[config.mk]
export PLATFORM = sky130hd
export DESIGN_NAME = viterbi_out_deser
export DESIGN_NICKNAME = d
export VERILOG_FILES = /design/src/rtl/viterbi_out_deser.sv
export SDC_FILE = /design/constraint.sdc
export NUM_CORES = 1
export LEC_CHECK = 0
export ABC_AREA = 1
export CORE_UTILIZATION = 36
export CTS_CLUSTER_DIAMETER = 60
export CTS_CLUSTER_SIZE = 20
export DETAILED_ROUTE_END_ITERATION = 10
export GPL_ROUTABILITY_DRIVEN = 0
export MAX_ROUTING_LAYER = met4
export PLACE_DENSITY_LB_ADDON = 0.25
export SLEW_MARGIN = 20
export SYNTH_ARGS = -nofsm -noshare
export SYNTH_HDL_FRONTEND = slang
export SYNTH_SLANG_ARGS = --single-unit
export TNS_END_PERCENT = 20
[constraint.sdc]
create_clock -name clk -period 3 [get_ports clk]
set_input_delay 0.3 -clock clk [delete_from_list [all_inputs] [get_ports clk]]
set_output_delay 0.3 -clock clk [all_outputs]
set_load 0.05 [all_outputs]
[src/rtl/viterbi_out_deser.sv]
// Purpose : packs the decoded serial bit stream into WORD_W-bit words and queues them in a small FWFT FIFO
// Latency : the last bit of a word accepted on edge N reaches data_o/valid_o after edge N if the FIFO was empty
// Backpr. : input is never stalled; a word completed while the FIFO is full and not popping is dropped (sticky overflow_o)
// Build option: define VITERBI_DESER_MSB_FIRST_EN to fill each word from bit WORD_W-1 downward (default LSB-first).
module viterbi_out_deser #(
  parameter int WORD_W     = 8,
  parameter int FIFO_DEPTH = 4
) (
  input  logic                          clk,
  input  logic                          rst_n,
  input  logic                          valid_serial_i,
  input  logic                          data_serial_i,
  input  logic                          flush_i,
  output logic [WORD_W-1:0]             data_o,
  output logic                          valid_o,
  input  logic                          ready_i,
  output logic [$clog2(FIFO_DEPTH):0]   fifo_level_o,
  output logic                          overflow_o
);

  localparam int CW = $clog2(WORD_W);
  localparam int PW = $clog2(FIFO_DEPTH);
  localparam int LW = PW + 1;

  // assembly state
  logic [CW-1:0]     cnt;
  logic [CW-1:0]     cnt_nxt;
  logic [CW-1:0]     bit_idx;
  logic [WORD_W-1:0] asm_q;
  logic [WORD_W-1:0] asm_bit;
  logic              word_done;
  logic              flush_push;
  logic              push;
  logic [WORD_W-1:0] push_word;

  // FIFO state
  logic [WORD_W-1:0] mem [FIFO_DEPTH];
  logic [PW-1:0]     wr_ptr;
  logic [PW-1:0]     rd_ptr;
  logic [PW-1:0]     rd_ptr_nxt;
  logic [LW-1:0]     level_after_pop;
  logic [LW-1:0]     level_nxt;
  logic [WORD_W-1:0] data_nxt;
  logic              pop;
  logic              push_ok;
  logic              drop;

  // Insert this cycle's bit and decide whether a word (full or flushed partial) leaves the assembler.
  always_comb begin
`ifdef VITERBI_DESER_MSB_FIRST_EN
    bit_idx = CW'(WORD_W - 1) - cnt;
`else
    bit_idx = cnt;
`endif
    asm_bit = asm_q;
    if (valid_serial_i) begin
      asm_bit[bit_idx] = data_serial_i;
    end
    word_done  = valid_serial_i && (cnt == CW'(WORD_W - 1));
    // A flush only emits when at least one bit is pending after this cycle's bit, and never
    // on the edge a word completes (that word already carries the bits).
    flush_push = flush_i && !word_done && (valid_serial_i || (cnt != '0));
    push       = word_done || flush_push;
    // Unfilled positions are zero because asm_q is cleared after every push.
    push_word  = asm_bit;
    if (push) begin
      cnt_nxt = '0;
    end else if (valid_serial_i) begin
      cnt_nxt = cnt + CW'(1);
    end else begin
      cnt_nxt = cnt;
    end
  end

  // Bit counter and assembly register; cleared on every push so the next word starts empty.
  always_ff @(posedge clk) begin
    if (!rst_n) begin
      cnt   <= '0;
      asm_q <= '0;
    end else begin
      cnt   <= cnt_nxt;
      asm_q <= push ? '0 : asm_bit;
    end
  end

  // FIFO next-state: pop/push arbitration, exact level, and the next head word for data_o.
  always_comb begin
    pop             = valid_o && ready_i;
    // A full FIFO still accepts a word when the head leaves on the same edge.
    push_ok         = push && ((fifo_level_o != LW'(FIFO_DEPTH)) || pop);
    drop            = push && !push_ok;
    rd_ptr_nxt      = rd_ptr + PW'(pop);
    level_after_pop = fifo_level_o - LW'(pop);
    level_nxt       = level_after_pop + LW'(push_ok);
    // data_o holds when the FIFO goes empty; the incoming word bypasses to data_o when it
    // becomes the head, otherwise the surviving entry at the new read pointer is shown.
    data_nxt        = data_o;
    if (level_after_pop != '0) begin
      data_nxt = mem[rd_ptr_nxt];
    end else if (push_ok) begin
      data_nxt = push_word;
    end
  end

  // Storage array write; contents need no reset since the pointers define validity.
  always_ff @(posedge clk) begin
    if (rst_n && push_ok) begin
      mem[wr_ptr] <= push_word;
    end
  end

  // Pointers, level, registered outputs and the sticky overflow flag.
  always_ff @(posedge clk) begin
    if (!rst_n) begin
      wr_ptr       <= '0;
      rd_ptr       <= '0;
      fifo_level_o <= '0;
      valid_o      <= 1'b0;
      data_o       <= '0;
      overflow_o   <= 1'b0;
    end else begin
      wr_ptr       <= wr_ptr + PW'(push_ok);
      rd_ptr       <= rd_ptr_nxt;
      fifo_level_o <= level_nxt;
      valid_o      <= (level_nxt != '0);
      data_o       <= data_nxt;
      overflow_o   <= overflow_o | drop;
    end
  end

endmodule

Word-level counts from Yosys, hierarchy flattened
Memories as Yosys holds them, arrays and structs flattened. Cells that the tools add are included.

Register bits after elaboration: 28. RAM bits: 32. Input bits: 6. Output and inout bits: 13. Word-level logic and storage cells: 46. Memories kept: 1.

$add $sub $neg: 5. Order comparisons: 2. Equality and inequality tests: 2. Multiplexer cells: 8. Bitwise logic cells: 2. Reduce and logical (&&, ||, !) cells: 18.

Memories: mem (depth 4, width 8, read ports 1, clocked after Yosys merged registers in 0, write ports 1, RTL line 37) `logic [WORD_W-1:0] mem [FIFO_DEPTH];`.

Operator list (count): two-way mux 8 bit (3); nonzero test 3 bit (3); bitwise mux 8 bit (1); logical AND 1 bit (8); adder 2 x 1 -> 2 bit (2); less-than comparator 3 x 4 -> 1 bit, second input constant (1); adder 3 x 1 -> 3 bit (1); adder 3 x 1 -> 3 bit, second input constant (1); demux 1 bit (select 3 bit) (1); == test 3 bit, second input constant (1); >= comparator 3 x 1 -> 1 bit, second input constant (1); logical OR 1 bit (3); two-way mux 1 bit (3); != test 3 bit, second input constant (1); subtractor 3 x 1 -> 3 bit (1); zero test 1 bit (2); nonzero test 2 bit (1); OR reduction 2 bit (1); inverter 1 bit (1); bitwise OR 1 bit (1).

Depth between registers and ports, before layout
Depth after elaboration: 10. Mapped depth: 14. Mapped depth without buffers: 12.

Least setup slack after synthesis
OpenSTA, ideal clock, no wires.

Path type: register to register. From: reg valid_o. To: mem mem[0][0] (enable). Library setup time: 0.395 ns. Arrival time: 1.971 ns. Required time: 2.605 ns. Setup slack: 0.634 ns. Stages on the path, launching flop included: 6. Path buffers: 1. Period minus slack after synthesis: 2.366 ns. Cell sequence: dfxtp_1 nand2_1 nand3_1 nand3_4 buf_6 nor4_1.

Cells in the longest elaborated chain, start to end: 6.

Ends and longest elaborated chain: start: declaration (RTL line 15) `output logic valid_o,`; start signal: assignment (RTL line 125) `valid_o <= (level_nxt != '0);`; logical AND 1 bit (RTL line 88) `pop = valid_o && ready_i;`; logical OR 1 bit (RTL line 90) `push_ok = push && ((fifo_level_o != LW'(FIFO_DEPTH)) || pop);`; logical AND 1 bit (RTL line 90); logical AND 1 bit (RTL line 107) `if (rst_n && push_ok) begin`; two-way mux 1 bit (RTL line 107); two-way mux 1 bit (not written as such) (RTL line 108) `mem[wr_ptr] <= push_word;`; end: declaration (RTL line 37).

No other way between the ends.

Worst setup path in the final report
From: reg cnt[0], in the netlist bit_idx[0]. To: mem mem[1][1] (enable).

Cells in the longest elaborated chain, start to end: 10. Elaborated cells on any way between the ends: 12. Classes of those cells: 1 x eq/ne; 2 x mux; 9 x reduce/logical.

Ends and longest elaborated chain: start: declaration (RTL line 26) `logic [CW-1:0] cnt;`; start signal: assignment (RTL line 81) `cnt <= cnt_nxt;`; == test 3 bit (RTL line 59) `word_done = valid_serial_i && (cnt == CW'(WORD_W - 1));`; logical AND 1 bit (RTL line 59); zero test 1 bit (RTL line 62) `flush_push = flush_i && !word_done && (valid_serial_i || (cnt != '0));`; logical AND 1 bit (2 in series) (RTL line 62); logical OR 1 bit * (RTL line 63) `push = word_done || flush_push;`; logical AND 1 bit * (RTL line 90); logical AND 1 bit * (RTL line 107); two-way mux 1 bit * (RTL line 107); two-way mux 1 bit (not written as such) * (RTL line 108).

Every way passes the cells marked *; elsewhere a longest branch is shown, timed or not.

==> impl_metrics.json <==
{
  "worstMarginPinSlew_ps": 572,
  "detail-route-antenna-nets": 0,
  "crit_fanout": 15,
  "ctsHoldBuffers": 0,
  "track_usage_pct": 17.1,
  "timing.max_cap.violations": 0,
  "synth_warnings": 0,
  "cts.path.max_buffers": 2,
  "htree_num_levels": 3,
  "filler_cell_count": 720,
  "crit_path_cell_trace": "ha_1 > ha_1 > nand2_1 > nand2_1 > nand3_4 > nor2_1 > nand2_1 > inv_1",
  "hold_crit_start": "overflow_o$_SDFF_PN0_",
  "cts_num_sinks": 60,
  "timing.max_slew.rel_slack_pct": 61.5,
  "drtPass1Iterations": 4,
  "grt.overflow.total": 0,
  "r2r-start": "bit_idx[0]$_SDFFE_PP0P_",
  "io_buffers": 18,
  "area_delta_synth_final_pct": 17.6,
  "design.final.nets": 376,
  "fp.dieW_um": 89.7,
  "hold_viol_final": 0,
  "timing.reg2reg.worst_path_depth": 8,
  "final_cell_mix": "sky130_fd_sc_hd__nand2_1, sky130_fd_sc_hd__nor2_1, sky130_fd_sc_hd__inv_1",
  "cp_top_family": "simple AND/OR/NAND/NOR gates",
  "clock_skew_ps": 7.17,
  "outcome": "finished, final reports clean",
  "drv_slew": 0,
  "holdPathEnd": "overflow_o$_SDFF_PN0_",
  "crit_type": "register to register",
  "initial_core_util_pct": 37.7,
  "fin_setup_tns_ps": 0,
  "total_leakage_power_nw": 1.51,
  "drt-total-wl_um": 5680,
  "detailed_place_hpwl_um": 3920,
  "detail_route.wl_per_cell_um": 12.2,
  "first_global_vias": 1943,
  "postSynthCellCount": 337,
  "timing.critical_path.to_type": "register",
  "detail_route.drc_violations": 0,
  "postSynth.topFlopCell": "sky130_fd_sc_hd__edfxtp_1",
  "cp_common_cell": "sky130_fd_sc_hd__nand2_1",
  "hold_path_class": "register to register",
  "maximum_number_of_pins_on_one_net_before_global_route_repair": 17,
  "ioPinCount": 19,
  "setup_violations": 0,
  "n_antenna_cell": 0,
  "critical_path.reg2reg.endpoint": "mem[1][1]$_DFFE_PP_",
  "setup_repair_after_global_routing_missed_its_margin": "false",
  "reg2reg_slack_ps": 1010,
  "postCtsResizedCells": 0,
  "p_per_area_nw_per_um2": 909,
  "die-height_um": 89.7,
  "layout_worst_path_cycle_share_pct": 66.4,
  "cts.root.buffer_cell": "sky130_fd_sc_hd__clkbuf_8",
  "synth_edf_count": 32,
  "hold_depth": 2,
  "detail_route.iter0.violations": 123,
  "synth.avg_cell_area_um2": 8.21,
  "final_period_minus_worst_setup_slack_ps": 1990,
  "placementRows": 31,
  "clock_latency_ps": 340,
  "clock.fmax_ghz": 0.502,
  "post_synthesis_sequential_area_ratio_pct": 55.0,
  "cp_slowest_cell": "sky130_fd_sc_hd__dfxtp_1",
  "fp.dieArea_um2": 8040,
  "worst_path_largest_cell_delay_ps": 430,
  "cp_data_arrival_time_ps": 2000,
  "power.ir.vdd_worst_mv": 0.335,
  "tritoncts": "yes",
  "mappedNetlistNets": 350,
  "clk_transition_reported_paths_ps": 70,
  "cts-buffers-inserted": 9,
  "ffs_latches_synth": 60,
  "commonest_non_fill_non_tap_cell_in_the_layout": "sky130_fd_sc_hd__nand2_1",
  "grt_pass1_wl_um": 9470,
  "data_required_time_at_the_worst_endpoint_ps": 3010,
  "antenna_found_initial": 0,
  "worstSetupStartpointType": "register",
  "path_buf_inv": 1,
  "report.power.total_w": 0.00296,
  "via_per_inst": 4.45,
  "post_synth_num_cell_types": 23,
  "vias": 2076,
  "post_cts_buffers": 0,
  "asyncSetResetFlopFracSynth_pct": 0,
  "share_of_post_route_cells_with_drive_strength_above_1_pct": 6.52,
  "synth.cell_area_um2": 2770,
  "core_area_um2": 7330
}
registers in the layout, summed over array words and instances (netlist names):
name and count:
fifo_level_o 3, asm_q 8, rd_ptr 2, mem 32, valid_o 1, overflow_o 1, bit_idx 3, wr_ptr 2
data_o 8
where the power goes:
| group | internal, W | leakage (nW) | switching (W) |
|---|---|---|---|
| clock | 0.000464 | 0.101 | 0.000316 |
| sequential | 0.000952 | 0.524 | 0.0000481 |
| combinational | 0.000388 | 0.889 | 0.000789 |
| total | 0.00180 | 1.51 | 0.00115 |
worst max path at each step:
stage | slack (ps) | to | startpoint | cells after the start
final | 1010 | mem[1][1]$_DFFE_PP_ | bit_idx[0]$_SDFFE_PP0P_ | 8
after global placement | 720 | data_o[3]$_SDFFE_PN0P_ | ready_i | 11
after global routing | 760 | mem[1][0]$_DFFE_PP_ | bit_idx[0]$_SDFFE_PP0P_ | 8
after floorplan | 630 | mem[0][0]$_DFFE_PP_ | valid_o$_SDFF_PN0_ | 5
after CTS | 970 | mem[1][1]$_DFFE_PP_ | bit_idx[0]$_SDFFE_PP0P_ | 8
after detailed placement | 680 | data_o[3]$_SDFFE_PN0P_ | ready_i | 11
kinds of logic after synthesis:
logic type | after synthesis | synth area share [%]
adder cells (fa/ha/maj) | 7 | 3.17
flip-flops | 60 | 55.0
XOR/XNOR | 1 | 0.317
AO/OA/AOI/OAI | 12 | 2.35
buffers and inverters | 47 | 7.64
AND/OR/NAND/NOR | 210 | 31.5
tightest hold or removal path: stages, from the launching register on:
cell	delay (ps)
sky130_fd_sc_hd__dfxtp_1	330
sky130_fd_sc_hd__nor2_1	50
sky130_fd_sc_hd__nor2_1	70
synth_stat cells (2+ instances only):
| cell type | count | share of area (%) |
|---|---|---|
| sky130_fd_sc_hd__a21oi_1 | 3 | 0.54 |
| sky130_fd_sc_hd__nand3_1 | 11 | 2.0 |
| sky130_fd_sc_hd__nand2_1 | 125 | 17 |
| sky130_fd_sc_hd__buf_6 | 3 | 1.2 |
| sky130_fd_sc_hd__buf_4 | 2 | 0.54 |
| sky130_fd_sc_hd__ha_1 | 7 | 3.2 |
| sky130_fd_sc_hd__edfxtp_1 | 32 | 35 |
| sky130_fd_sc_hd__buf_2 | 4 | 0.72 |
| sky130_fd_sc_hd__dfxtp_1 | 28 | 20 |
| sky130_fd_sc_hd__inv_1 | 37 | 5.0 |
| sky130_fd_sc_hd__o21bai_1 | 2 | 0.54 |
| sky130_fd_sc_hd__nor3_1 | 3 | 0.54 |
| sky130_fd_sc_hd__nand3b_1 | 10 | 2.7 |
| sky130_fd_sc_hd__nor2_1 | 56 | 7.6 |
| sky130_fd_sc_hd__o21ai_0 | 6 | 1.1 |
stage by stage:
step	cells	hold WS [ps]	utilization (%)	setup slack [ps]	area (um^2)
2_1_floorplan	337	426	-	634	2770
3_3_place_gp	451	464	41.6	716	3050
3_5_place_dp	451	474	41.6	677	3050
4_1_cts	467	486	44.4	969	3250
5_1_grt	467	521	44.4	758	3250
6_report	467	483	44.4	1010	3250
per-layer routing:
layer	wire, um	track usage, %	vias to the layer above
met5	0	-	-
met4	133	7.65	0
met3	333	4.84	10
met2	2520	25.1	39
met1	2690	21.8	926
li1	-	-	1101
cell type report:
type,count,area (um^2),share of cell area [%]
clock buffer,11,131,4.04
clock inverter,5,76.3,2.35
tap,99,124,3.81
multi-input combinational,230,1030,31.8
sequential,60,1520,46.8
timing repair buffer,24,225,6.92
inverter,38,143,4.38
Power figures use the tool's default switching activity.
